==> src/rtl/jk_updown_counter_if.sv <==
// Control and status bundle for jk_updown_counter.
// Latency: none. This file holds wiring only.
// Backpressure: none. The counter accepts a control word on every edge.
//
// Ports / signals:
//   en    count enable          (master -> slave)
//   up    direction, 1 = up     (master -> slave)
//   load  synchronous load      (master -> slave)
//   din   load value            (master -> slave)
//   q     current count         (slave -> master)
//   tc    terminal count, comb  (slave -> master)
//   wrap  registered wrap pulse (slave -> master)
interface jk_updown_counter_if #(
  parameter int WIDTH = 4
);
  logic             en;
  logic             up;
  logic             load;
  logic [WIDTH-1:0] din;
  logic [WIDTH-1:0] q;
  logic             tc;
  logic             wrap;

  modport master (
    output en, up, load, din,
    input  q, tc, wrap
  );

  modport slave (
    input  en, up, load, din,
    output q, tc, wrap
  );
endinterface

==> src/rtl/jk_updown_counter.sv <==
// Modulo-MODULUS up/down counter whose state bits are JK cells driven by excitation logic.
// Latency: q and wrap update 1 edge after control is sampled; tc is combinational.
// Backpressure: none. The counter accepts a control word on every edge.
//
// Ports:
//   clk          rising-edge clock
//   rst          asynchronous active-high reset (q=0, wrap=0)
//   bus (slave)  en/up/load/din in; q/tc/wrap out (see jk_updown_counter_if)
// Configuration macro: JK_CNT_SATURATE_EN
//   When defined, the counter holds at the terminal value instead of wrapping,
//   and wrap stays 0.
module jk_updown_counter #(
  parameter int WIDTH   = 4,
  parameter int MODULUS = 10
) (
  input  logic               clk,
  input  logic               rst,
  jk_updown_counter_if.slave bus
);

  localparam logic [WIDTH-1:0] MAX_VAL = WIDTH'(MODULUS - 1);
  localparam logic [WIDTH:0]   MOD_EXT = (WIDTH + 1)'(MODULUS);

  logic [WIDTH-1:0] q_q, q_d;
  logic             wrap_q, wrap_d;
  logic [WIDTH-1:0] j, k;
  logic [WIDTH-1:0] load_val;
  logic             at_top, at_zero;

  // Bit i toggles when every lower bit of v is 1. Bit 0 always toggles.
  // Counting up feeds q. Counting down feeds ~q, so that a toggle happens
  // when every lower bit is 0.
  function automatic logic [WIDTH-1:0] carry_chain(input logic [WIDTH-1:0] v);
    logic [WIDTH-1:0] t;
    logic             acc;
    acc = 1'b1;
    for (int i = 0; i < WIDTH; i++) begin
      t[i] = acc;
      acc  = acc & v[i];
    end
    return t;
  endfunction

  assign at_top  = (q_q == MAX_VAL);
  assign at_zero = (q_q == '0);

  // Out-of-range load values clamp to the top of the count range.
  assign load_val = ({1'b0, bus.din} >= MOD_EXT) ? MAX_VAL : bus.din;

  // Excitation logic. The priority is load, then enable, then hold.
  always_comb begin
    j      = '0;
    k      = '0;
    wrap_d = 1'b0;
    if (bus.load) begin
      j = load_val;
      k = ~load_val;
    end else if (bus.en) begin
      if (bus.up) begin
        if (at_top) begin
`ifdef JK_CNT_SATURATE_EN
          j = '0;
          k = '0;
`else
          // Clear every cell: MAX -> 0.
          j      = '0;
          k      = '1;
          wrap_d = 1'b1;
`endif
        end else begin
          j = carry_chain(q_q);
          k = carry_chain(q_q);
        end
      end else begin
        if (at_zero) begin
`ifdef JK_CNT_SATURATE_EN
          j = '0;
          k = '0;
`else
          // All cells are 0 here. Setting only the cells that are 1 in MAX gives 0 -> MAX.
          j      = MAX_VAL;
          k      = '0;
          wrap_d = 1'b1;
`endif
        end else begin
          j = carry_chain(~q_q);
          k = carry_chain(~q_q);
        end
      end
    end
    // JK cell characteristic equation, per bit.
    q_d = (j & ~q_q) | (~k & q_q);
  end

  always_ff @(posedge clk or posedge rst) begin
    if (rst) begin
      q_q    <= '0;
      wrap_q <= 1'b0;
    end else begin
      q_q    <= q_d;
      wrap_q <= wrap_d;
    end
  end

  assign bus.q    = q_q;
  assign bus.wrap = wrap_q;
  assign bus.tc   = bus.en & (bus.up ? at_top : at_zero);

endmodule

==> src/flat_wrapper.sv <==
// flat-port wrapper written by rule: the top's interface ports become plain ports
module jk_updown_counter_flat 
#(
  parameter int WIDTH   = 4,
  parameter int MODULUS = 10
)
  (clk, rst, bus_en, bus_up, bus_load, bus_din, bus_q, bus_tc, bus_wrap);
  jk_updown_counter_if #(.WIDTH(WIDTH)) bus_i ();
  input  logic clk;
  input  logic rst;
  input wire logic [$bits(bus_i.en)-1:0] bus_en;
  input wire logic [$bits(bus_i.up)-1:0] bus_up;
  input wire logic [$bits(bus_i.load)-1:0] bus_load;
  input wire logic [$bits(bus_i.din)-1:0] bus_din;
  output wire logic [$bits(bus_i.q)-1:0] bus_q;
  output wire logic [$bits(bus_i.tc)-1:0] bus_tc;
  output wire logic [$bits(bus_i.wrap)-1:0] bus_wrap;
  assign bus_i.en = bus_en;
  assign bus_i.up = bus_up;
  assign bus_i.load = bus_load;
  assign bus_i.din = bus_din;
  assign bus_q = bus_i.q;
  assign bus_tc = bus_i.tc;
  assign bus_wrap = bus_i.wrap;
  jk_updown_counter #(.WIDTH(WIDTH), .MODULUS(MODULUS)) u_core (.clk(clk), .rst(rst), .bus(bus_i));
endmodule
==> config.mk <==
export PLATFORM = sky130hd
export DESIGN_NAME = jk_updown_counter_flat
export DESIGN_NICKNAME = d
export VERILOG_FILES = /design/src/rtl/jk_updown_counter_if.sv /design/src/rtl/jk_updown_counter.sv /design/src/flat_wrapper.sv
export SDC_FILE = /design/constraint.sdc
export NUM_CORES = 1
export LEC_CHECK = 0
export ABC_AREA = 1
export BUFFER_PORTS_ARGS = -buffer_cell sky130_fd_sc_hd__buf_4
export CAP_MARGIN = 10
export CORE_AREA = 2 2 39 41
export CTS_CLUSTER_SIZE = 16
export DETAILED_ROUTE_END_ITERATION = 12
export DIE_AREA = 0 0 41 43
export PLACE_DENSITY = 0.55
export REMOVE_ABC_BUFFERS = 1
export SLEW_MARGIN = 15
export SYNTH_ARGS = -nofsm -noshare
export SYNTH_HDL_FRONTEND = slang
export SYNTH_SLANG_ARGS = --single-unit
==> constraint.sdc <==
create_clock -name clk -period 2.55 [get_ports clk]
set_clock_uncertainty 0.05 [all_clocks]
set_input_delay 0.1275 -clock clk [delete_from_list [all_inputs] [get_ports clk]]
set_output_delay 0.1275 -clock clk [all_outputs]
set_load 0.03 [all_outputs]
==> impl_summary.log <==
INFO  metric ys_warn_count = 0
INFO  metric cts_inserted_buffers = 3
INFO  metric cts_num_sinks = 5
INFO  metric worstSetupStartpointType = flip-flop
INFO  metric internal_power = approximately 190 µW
INFO  metric floorplan.rows = 14
INFO  metric timing.max_slew.rel_slack = 0.787
INFO  metric dp_hpwl = 929 µm
INFO  metric die_area = ~0.0018 mm²
INFO  metric worstPathArrival = ~1400 ps
INFO  metric worst_setup_hold_path_clk_slew = 40 ps
INFO  metric synth-seq-area-share = 0.274
INFO  metric final-setup-viol-count = 0
INFO  metric setup.worst_path.end_class = output port
INFO  metric netlist_top_cells_count = sky130_fd_sc_hd__nand2_1 (25), sky130_fd_sc_hd__inv_1 (13), sky130_fd_sc_hd__nand3_1 (13), sky130_fd_sc_hd__nor2_1 (13), sky130_fd_sc_hd__dfrtp_1 (5)
INFO  metric outcome = complete, no violations
INFO  metric synth_area_leader_cell = sky130_fd_sc_hd__dfrtp_1
INFO  metric seqPwrFrac = 0.333
INFO  metric crit_start = u_core.bus.q[0]
INFO  metric synth_edf_count = 0
INFO  metric globalRouteOverflowTotal = 0
INFO  metric timing.final.max_slew_violations = 0
INFO  metric ir_drop = approximately 0.38 mV
INFO  metric htree_depth = 1
INFO  metric cts.root.buffer_cell = sky130_fd_sc_hd__clkbuf_4
INFO  metric tightest_slew = 319 ps
INFO  metric die_width = 41 µm
INFO  metric switching_share_of_power = 0.383
INFO  metric grt_first_pass_wirelength = 1900 µm
INFO  metric drt_wl_total = 1150 µm
INFO  metric combPwrFrac = 0.378
INFO  metric number_of_antenna_repair_diodes = 0
INFO  metric routed_wire_length_per_instance = 10.1 µm
INFO  metric cts_tree = built
INFO  metric hold_class = in2reg
INFO  metric maxClockFrequency = slightly above 0.6 GHz
INFO  metric r2r_slack = approximately 1400 ps
INFO  metric grt_pass1_vias = 467
INFO  metric finalCriticalPeriod = 1610 ps
INFO  metric postCtsSetupBuffers = 0
INFO  metric area.growth.synth_to_final = 32.9%
INFO  metric detailedRoute.firstPassIterationCount = 4
INFO  metric chipHeight = ~43 µm
INFO  metric crit_path_end = bus_tc
INFO  metric cts-root-to-sink-buffers = 2
INFO  metric reg2reg_depth = 7
INFO  metric pwr_density_cell = 514 mW/mm²
INFO  metric hold_violations = 0
INFO  metric total_power = approximately 310 µW
INFO  metric coreArea = 0.00138 mm²
INFO  metric ys_seq_elements = 5
INFO  metric layout_worst_path_cycle_share = 0.633
INFO  metric route.detailed.vias_per_inst = approximately 4.7
INFO  metric area_of_the_mapped_netlist = around 460 µm²
INFO  metric avgSynthCellArea = 5.71 µm²
INFO  metric ioPinCount = 15
INFO  metric dr.first_iter.drc_count = 14
INFO  metric cts_hold_buf = 1
INFO  metric grt_max_degree = 11
INFO  metric total_vias_in_the_final_route = 536
INFO  metric rsz0062_at_grt = false
INFO  metric lkg_pwr = 0.349 nW
INFO  metric port_buffers = 14
INFO  metric route.antenna.remaining_nets = 0
INFO  metric net_switching_power = roughly 120 µW
INFO  metric post_route_cells_drive_above_1_share = 0.224
INFO  metric crit_type = reg2out
INFO  metric r2r_start = u_core.bus.q[0]
INFO  metric drc_errors = 0
INFO  metric maxCapViolCount = 0
INFO  metric post-synth-top-count-cell = sky130_fd_sc_hd__nand2_1
INFO  metric nets = between 100 and 150
INFO  metric p_clk_frac = 0.288
INFO  metric rr_endpoint = u_core.bus.q[2]
INFO  metric clkLatencyLatePin = 240 ps
INFO  metric final.setup.tns = 0 ps
INFO  metric global_route.usage.total = 0.159
INFO  metric gp_congestion = 0.852
INFO  metric critical_path_required = 2370 ps
INFO  metric postSynthCellCount = 80
INFO  metric grt_antenna_before_repair = 0
INFO  metric postCtsResizedCells = 0
INFO  metric synth_largest_type_area_fraction = 0.274
INFO  metric synth.top_cells.by_area = sky130_fd_sc_hd__dfrtp_1 (27%), sky130_fd_sc_hd__nand2_1 (21%), sky130_fd_sc_hd__nand3_1 (14%)
INFO  metric postSynth.asyncResetShare = 1.00
INFO  metric netlist-cell-type-count = 14
INFO  metric initial_utilization = 0.330
INFO  metric critPathMaxFanout = 10
INFO  metric synth_flop_cell = sky130_fd_sc_hd__dfrtp_1
metal layers:
metal  wire length [µm]  vias up  global-route usage
li1                   -      282                   -
met1                513      231               0.205
met2                541       23               0.238
met3                 94        0              0.0628
met4                  0        0              0.0467
met5                  0        -                   0
final cells by class:
type / instances / area [µm²]
Clock buffer: 4 / 26.3
Fill cell: 147 / 777
Inverter: 14 / 52.6
Multi-Input combinational cell: 60 / 268
Sequential cell: 5 / 125
Tap cell: 16 / 20.0
Timing Repair Buffer: 15 / 115
worst max-delay path: stages, from the launching register on:
cell                      delay [ps]
sky130_fd_sc_hd__dfrtp_1         480
sky130_fd_sc_hd__nor2_2          200
sky130_fd_sc_hd__nand3_2         110
sky130_fd_sc_hd__and2_1          160
sky130_fd_sc_hd__nor2_1           80
sky130_fd_sc_hd__buf_4           160
layout by cell type (no fill, tap or decap), types with 2 or more instances in the layout:
| cell | synthesis | layout |
|---|---|---|
| sky130_fd_sc_hd__dfrtp_1 | 5 | 5 |
| sky130_fd_sc_hd__nor2_2 | 2 | 2 |
| sky130_fd_sc_hd__clkbuf_4 | 0 | 3 |
| sky130_fd_sc_hd__inv_1 | 13 | 13 |
| sky130_fd_sc_hd__nor2_1 | 13 | 13 |
| sky130_fd_sc_hd__nand2_1 | 25 | 25 |
| sky130_fd_sc_hd__a21oi_1 | 2 | 2 |
| sky130_fd_sc_hd__buf_4 | 0 | 14 |
| sky130_fd_sc_hd__nand3_1 | 13 | 13 |
state kept, by name (all words and copies together), names as in the netlist:
| name | cells |
|---|---|
| u_core.bus.wrap | 1 |
| u_core.bus.q | 4 |
logic make-up (layout without fill, tap and decap cells):
logic type             Yosys count  in the layout  share of synthesized area
and+or+nand+nor                 55             55                      0.518
buffers and inverters           15             33                      0.140
AOI/OAI and AO/OA                5              5                     0.0685
DFF                              5              5                      0.274
worst min path at each step:
stage               start               to  slack (ps)  cells after the start
2_1_floorplan         rst  u_core.bus.q[0]        -140                      1
6_report       bus_din[0]  u_core.bus.q[0]          60                      3
5_1_grt        bus_din[0]  u_core.bus.q[0]          60                      3
3_3_place_gp          rst  u_core.bus.wrap          -9                      2
3_5_place_dp          rst  u_core.bus.wrap          -7                      2
4_1_cts        bus_din[0]  u_core.bus.q[0]          50                      3
stage by stage:
step	utilization	area, µm²	hold WS [ps]	instances	setup WS, ps
final	0.439	607	55.8	114	936
after global routing	0.439	607	63.3	114	794
after CTS	0.439	607	53.5	114	922
after detailed placement	0.412	571	-6.78	109	1190
after global placement	0.412	571	-8.92	109	1180
after floorplan	-	445	-144	79	937
power by group through the flow:
stage	Combinational (mW)	Sequential, mW	Clock (mW)
after global placement	0.118	0.105	0
after floorplan	0.0587	0.120	0
after CTS	0.119	0.104	0.0942
after global routing	0.131	0.107	0.104
after detailed placement	0.117	0.106	0
final	0.118	0.104	0.0900
(Power assumes the default switching activity.)
